--- src/rtl/video_in_2_stream.sv ---
// Video capture front end: registers RGB565 video timing inputs, frames pixels by
// vsync/active_video and pushes them through a small FIFO onto a valid/ready stream.
module video_in_2_stream #(
    parameter int H_ACTIVE   = 800,
    parameter int FIFO_DEPTH = 16,
    parameter bit HSYNC_POL  = 1'b0,
    parameter bit VSYNC_POL  = 1'b0
) (
    input  logic        clk,
    input  logic        reset,
    input  logic        capture_en,
    input  logic [4:0]  video_r,
    input  logic [5:0]  video_g,
    input  logic [4:0]  video_b,
    input  logic        hsync,
    input  logic        vsync,
    input  logic        active_video,
    output logic [15:0] sdata,
    output logic        svalid,
    input  logic        sready,
    output logic        sframe,
    output logic        sline_end,
    output logic        overflow,
    input  logic        overflow_clr,
    output logic [15:0] frame_count
);

    localparam int AW = $clog2(FIFO_DEPTH);
    localparam int XW = (H_ACTIVE > 1) ? $clog2(H_ACTIVE) : 1;
    localparam logic [XW-1:0] X_LAST = XW'(H_ACTIVE - 1);

    if (FIFO_DEPTH < 4 || (FIFO_DEPTH & (FIFO_DEPTH - 1)) != 0) begin : g_bad_depth
        $error("FIFO_DEPTH must be a power of two and at least 4");
    end

    typedef enum logic [1:0] {
        IDLE    = 2'd0,
        CAPTURE = 2'd1,
        DROP    = 2'd2
    } state_t;

    state_t state, state_nxt;

    // Stage p0: input registers; nothing downstream sees the raw video pins.
    logic [4:0] r_p0;
    logic [5:0] g_p0;
    logic [4:0] b_p0;
    logic       hsync_act_p0;
    logic       vld_p0;
    logic       vsync_act_p0;

    always_ff @(posedge clk) begin
        r_p0         <= video_r;
        g_p0         <= video_g;
        b_p0         <= video_b;
        hsync_act_p0 <= (hsync == HSYNC_POL);
    end

    always_ff @(posedge clk) begin
        if (reset) begin
            vld_p0       <= 1'b0;
            vsync_act_p0 <= 1'b0;
        end else begin
            vld_p0       <= active_video;
            vsync_act_p0 <= (vsync == VSYNC_POL);
        end
    end

    // hsync is captured for timing visibility only; lines are delimited by active_video.
    logic unused_hsync;
    assign unused_hsync = hsync_act_p0;

    // Stage p1: previous registered controls for edge detection.
    logic vld_p1;
    logic vsync_act_p1;

    always_ff @(posedge clk) begin
        if (reset) begin
            vld_p1       <= 1'b0;
            vsync_act_p1 <= 1'b0;
        end else begin
            vld_p1       <= vld_p0;
            vsync_act_p1 <= vsync_act_p0;
        end
    end

    logic boundary;
    assign boundary = vsync_act_p0 && !vsync_act_p1;

    // Column counter runs in every state so line alignment survives IDLE/DROP.
    logic [XW-1:0] x;
    logic          line_last;
    assign line_last = (x == X_LAST);

    always_ff @(posedge clk) begin
        if (reset) begin
            x <= '0;
        end else if (boundary) begin
            x <= '0;
        end else if (vld_p0) begin
            x <= line_last ? '0 : x + XW'(1);
        end else if (vld_p1) begin
            x <= '0;
        end
    end

    // FIFO occupancy; the extra pointer bit separates full from empty.
    logic [AW:0]  wr_ptr, rd_ptr, fill;
    logic         full, empty;
    logic [17:0]  mem [FIFO_DEPTH];
    logic         wr_en, rd_en, ovf_set, frame_inc, sof_arm, sof_pend;

    assign fill  = wr_ptr - rd_ptr;
    assign full  = fill[AW];
    assign empty = (fill == '0);

    always_comb begin
        state_nxt = state;
        wr_en     = 1'b0;
        ovf_set   = 1'b0;
        frame_inc = 1'b0;
        case (state)
            IDLE: begin
                if (boundary && capture_en) state_nxt = CAPTURE;
            end
            CAPTURE: begin
                // A full FIFO refuses the write even if a read drains it this cycle.
                if (vld_p0) begin
                    if (full) begin
                        ovf_set   = 1'b1;
                        state_nxt = DROP;
                    end else begin
                        wr_en = 1'b1;
                    end
                end
                if (boundary) begin
                    frame_inc = 1'b1;
                    state_nxt = capture_en ? CAPTURE : IDLE;
                end
            end
            DROP: begin
                if (boundary) state_nxt = capture_en ? CAPTURE : IDLE;
            end
            default: state_nxt = IDLE;
        endcase
    end

    assign sof_arm = boundary && (state_nxt == CAPTURE);
    assign rd_en   = svalid && sready;

    always_ff @(posedge clk) begin
        if (reset) state <= IDLE;
        else       state <= state_nxt;
    end

    // Stage p2: FIFO write; entry is {pixel, first-of-frame, last-of-line}.
    always_ff @(posedge clk) begin
        if (wr_en) mem[wr_ptr[AW-1:0]] <= {r_p0, b_p0, g_p0, sof_pend, line_last};
    end

    always_ff @(posedge clk) begin
        if (reset) begin
            wr_ptr      <= '0;
            rd_ptr      <= '0;
            sof_pend    <= 1'b0;
            overflow    <= 1'b0;
            frame_count <= '0;
        end else begin
            if (wr_en) wr_ptr <= wr_ptr + (AW+1)'(1);
            if (rd_en) rd_ptr <= rd_ptr + (AW+1)'(1);
            if (sof_arm)    sof_pend <= 1'b1;
            else if (wr_en) sof_pend <= 1'b0;
            if (ovf_set)           overflow <= 1'b1;
            else if (overflow_clr) overflow <= 1'b0;
            if (frame_inc) frame_count <= frame_count + 16'd1;
        end
    end

    // Stream side: head entry is presented directly, zeroed while empty.
    assign svalid = !empty;
    assign {sdata, sframe, sline_end} = svalid ? mem[rd_ptr[AW-1:0]] : 18'd0;

endmodule

--- config.mk ---
export PLATFORM = sky130hd
export DESIGN_NAME = video_in_2_stream
export DESIGN_NICKNAME = d
export VERILOG_FILES = /design/src/rtl/video_in_2_stream.sv
export SDC_FILE = /design/constraint.sdc
export NUM_CORES = 1
export LEC_CHECK = 0
export ABC_AREA = 1
export ABC_CLOCK_PERIOD_IN_PS = 3030
export BUFFER_PORTS_ARGS = -buffer_cell sky130_fd_sc_hd__buf_4
export CAP_MARGIN = 20
export CORE_UTILIZATION = 55
export CTS_BUF_LIST = sky130_fd_sc_hd__clkbuf_8 sky130_fd_sc_hd__clkbuf_16
export DETAILED_ROUTE_END_ITERATION = 10
export GPL_ROUTABILITY_DRIVEN = 0
export PLACE_DENSITY_LB_ADDON = 0.15
export SYNTH_ARGS = -nofsm -noshare
export SYNTH_HDL_FRONTEND = slang
export SYNTH_SLANG_ARGS = --single-unit
export TNS_END_PERCENT = 100
--- constraint.sdc ---
create_clock -name clk -period 3.03 [get_ports clk]
set_input_delay 0.303 -clock clk [delete_from_list [all_inputs] [get_ports clk]]
set_output_delay 0.303 -clock clk [all_outputs]
set_load 0.005 [all_outputs]
==> results.md <==
* Run status: complete, no violations
* # IOs at 60
* Hpwl dp at 18.0 mm
* Cell Pwr Density at 661 mW/mm2
* Mapped Nets at 1326
* Total wire length at 30.9 mm
* Synth Area in Compound Gates at 9.69%
* Worst skew pair latency at 0.51 ns
* Overflow after GRT at 0
* Register bit total from synthesis at 352
* Skew final at 0.0176 ns
* H-tree Lvls at 2
* Yosys warns at 0
* Worst vdd ir at 418 uV
* Crit-path max FO at 10
* DRC errors left at 0
* Vias at 9596
* Final min period at 2.88 ns
* Drt first-iter violations at 637
* Worst reg2reg path depth at 13
* Clock sink total at 352
* Root Buffer: clkbuf_16
* WP buf/inv at 4
* Ant. Diodes at 0
* First-pass DRT Iterations at 5
* Post-Synth Simple-Gate Area at 15.1%
* Full die area at 0.0265 mm2
* Vias in the first global route at 9268
* Crit-path cells: inv_2 > ha_2 > fa_1 > inv_1 > nand3_1 > nand3_2 > nand2_2 > nand2_4 > buf_12 > nand2_1 > a21oi_1 > buf_4
* WL/cell at 17.9 um
* Setup violations, final at 0
* Hold Violations, Final at 0
* Max incr delay on CP at 0.38 ns
* CTS max path bufs at 3
* Initial antenna violation count at 0
* Finished Layout Cells at 1729
* Largest net degree at the start of global routing at 109
* ANT nets after route at 0
* Slowest-stage cell, CP: fa_1
* Critical path depth at 12
* Synth Area in XOR/XNOR at 0.676%
* Core Util, Final at 65.4%
* Core area at 0.0253 mm2
* WP data arrival at 2.58 ns
* First-pass GRT wire length at 49.1 mm
* WS Path Type: reg -> out
* Setup_tns at 0 ns
* Port Buf Inserts at 58
* Hold Path Stages at 4
* F_max at 347 MHz
* RSZ-0062 raised after global routing: false
* Row count at 58
* Syn Area/Cell at 11.0 um2
* Layout area overhead at 16.3%
* Mux share of post-synthesis cell area at 0%
* GRT Total Usage at 24.0%
* Synthesized instance count at 1290
* Via density per instance at 5.55
* Share of layout cells above drive strength 1 at 12.9%
* Initial core utilization at 56.2%
* Main combinational cell family by area after synthesis: simple AND/OR/NAND/NOR gates
* Synth Area in Adders at 1.11%
* Slew of the pin with the lowest slew margin at 0.800 ns
* Post-synthesis cell area at 0.0142 mm2
* Leakage at 0.00593 uW
* Clock slew at reported path FFs at 0.07 ns
* CTS Buf Count at 35
* Hold crit path type: in -> reg
* Synth cell types at 31
* Slew margin rel. at 46.6%
* Setup Buffers After CTS at 0
* Fin. max-slew vios at 0
* CTS tree: built
* Max Cap Violations at 0
* Die Wd at 163 um
* CP delay by family, top: adder cells
* Final Cycle Share at 95.1%
* CP Launch Type: register
* Placed insts at 1649
* Worst EP required at 2.73 ns
* Die Ht at 163 um
* # nets final at 1411
* Sequential area share after synthesis at 69.7%
* Crit. End Element: output pin
[what timing repair did]
item	in CTS	in global routing
endpoints found under the hold margin	18	0
gates resized for setup	9	13
gates cloned	0	1
pin swaps	0	6
hold buffers	18	0
setup endpoints to repair	16	18
[stage by stage]
stage,hold slack [ns],worst slack [ns],total power [uW],cell area (um2)
6_report,0.0377,0.147,11000,16600
5_1_grt,0.0583,0.00594,11400,16600
4_1_cts,0.0273,0.00191,10900,16500
3_5_place_dp,0.409,0.278,6920,15200
3_3_place_gp,0.407,0.403,6890,15200
2_1_floorplan,0.331,0.150,6400,14200
[cell families (layout without fill, tap and decap cells)]
logic type               Yosys count  in the layout
AND/OR/NAND/NOR                  532            532
adder cells (fa/ha/maj)           12             12
buffers and inverters            115            224
XOR/XNOR                          11             11
AO/OA/AOI/OAI                    268            268
flip-flops                       352            352
[where the power goes]
part / internal (uW) / switching [uW] / leakage [uW]
clock network: 2280 / 1740 / 0.000549
registers: 5260 / 113 / 0.00313
logic: 606 / 957 / 0.00225
total: 8150 / 2810 / 0.00593
[cell type report]
cell class	instances	area (um2)
flip-flops and latches	352	9940
clock buffers	40	967
repair buffers	112	1070
clock inverters	21	101
multi-input cells	823	3880
well taps	330	413
inverters	51	203
fillers	1915	8760
[cell usage in the layout (no fill, tap or decap), drive strengths merged]
cell / Yosys / layout
xnor2: 2 / 2
nor2: 57 / 57
clkinvlp: 0 / 4
xor2: 9 / 9
o221ai: 1 / 1
nand3: 86 / 86
inv: 50 / 58
nor3b: 1 / 1
nand4: 6 / 6
nand2: 371 / 371
dlygate4sd3: 0 / 18
fa: 1 / 1
a21oi: 185 / 185
dfxtp: 64 / 64
clkinv: 1 / 10
o21a: 2 / 2
clkbuf: 16 / 41
edfxtp: 288 / 288
ha: 11 / 11
o21ai: 68 / 68
nor3: 11 / 11
buf: 48 / 93
o211ai: 1 / 1
a22oi: 11 / 11
[registers in the layout (all words and copies together) (netlist names), named ones only]
register,cells
sof_pend,1
state,2
vsync_act_p0,1
b_p0,5
r_p0,5
vld_p1,1
g_p0,6
frame_count,16
wr_ptr,5
mem,288
rd_ptr,5
vsync_act_p1,1
x,10
vld_p0,1
overflow,1
[worst paths after layout]
check	start	end	slack [ns]
worst min-delay path	overflow_clr	overflow	0.04
worst min register to register	vsync_act_p0	vsync_act_p1	0.42
worst max-delay path	wr_ptr[0]	sdata[2]	0.15
worst max register to register	wr_ptr[0]	mem[6][7]	0.31
[synthesized netlist by cell type]
library cell | number | share of area, %
ha_1 | 11 | 0.97
o21ai_1 | 7 | 0.25
o21a_1 | 2 | 0.11
clkinv_1 | 1 | 0.026
nor3b_1 | 1 | 0.053
inv_1 | 48 | 1.3
o21ai_0 | 61 | 2.1
nand3_2 | 1 | 0.070
nor3_1 | 11 | 0.39
nor2_4 | 1 | 0.079
nand3_1 | 85 | 3.0
inv_4 | 1 | 0.044
a22oi_1 | 11 | 0.58
nand4_1 | 6 | 0.26
o221ai_1 | 1 | 0.061
edfxtp_1 | 288 | 61
xor2_1 | 9 | 0.55
buf_2 | 36 | 1.3
clkbuf_1 | 16 | 0.42
dfxtp_1 | 64 | 9.0
nand2_4 | 1 | 0.079
fa_1 | 1 | 0.14
buf_4 | 4 | 0.21
o211ai_1 | 1 | 0.053
xnor2_1 | 2 | 0.12
nand2_1 | 370 | 9.7
inv_2 | 1 | 0.026
nor2_1 | 56 | 1.5
buf_1 | 4 | 0.11
buf_6 | 4 | 0.32
a21oi_1 | 185 | 6.5
[metal layers]
layer / vias up / GRT usage, % / part of all wire [%]
met1: 4631 / 33.6 / 45
met4: 0 / 6.58 / 2.1
met2: 240 / 39.6 / 48
li1: 4676 / - / -
met3: 49 / 3.16 / 4.7
met5: - / 0 / 0
[worst min-delay path, delay by kind of cell]
kind	cells	cell delay, ns
simple gates	1	0.04
buf+inv	2	0.10
compound gates	1	0.05
Power figures use the tool's default switching activity.
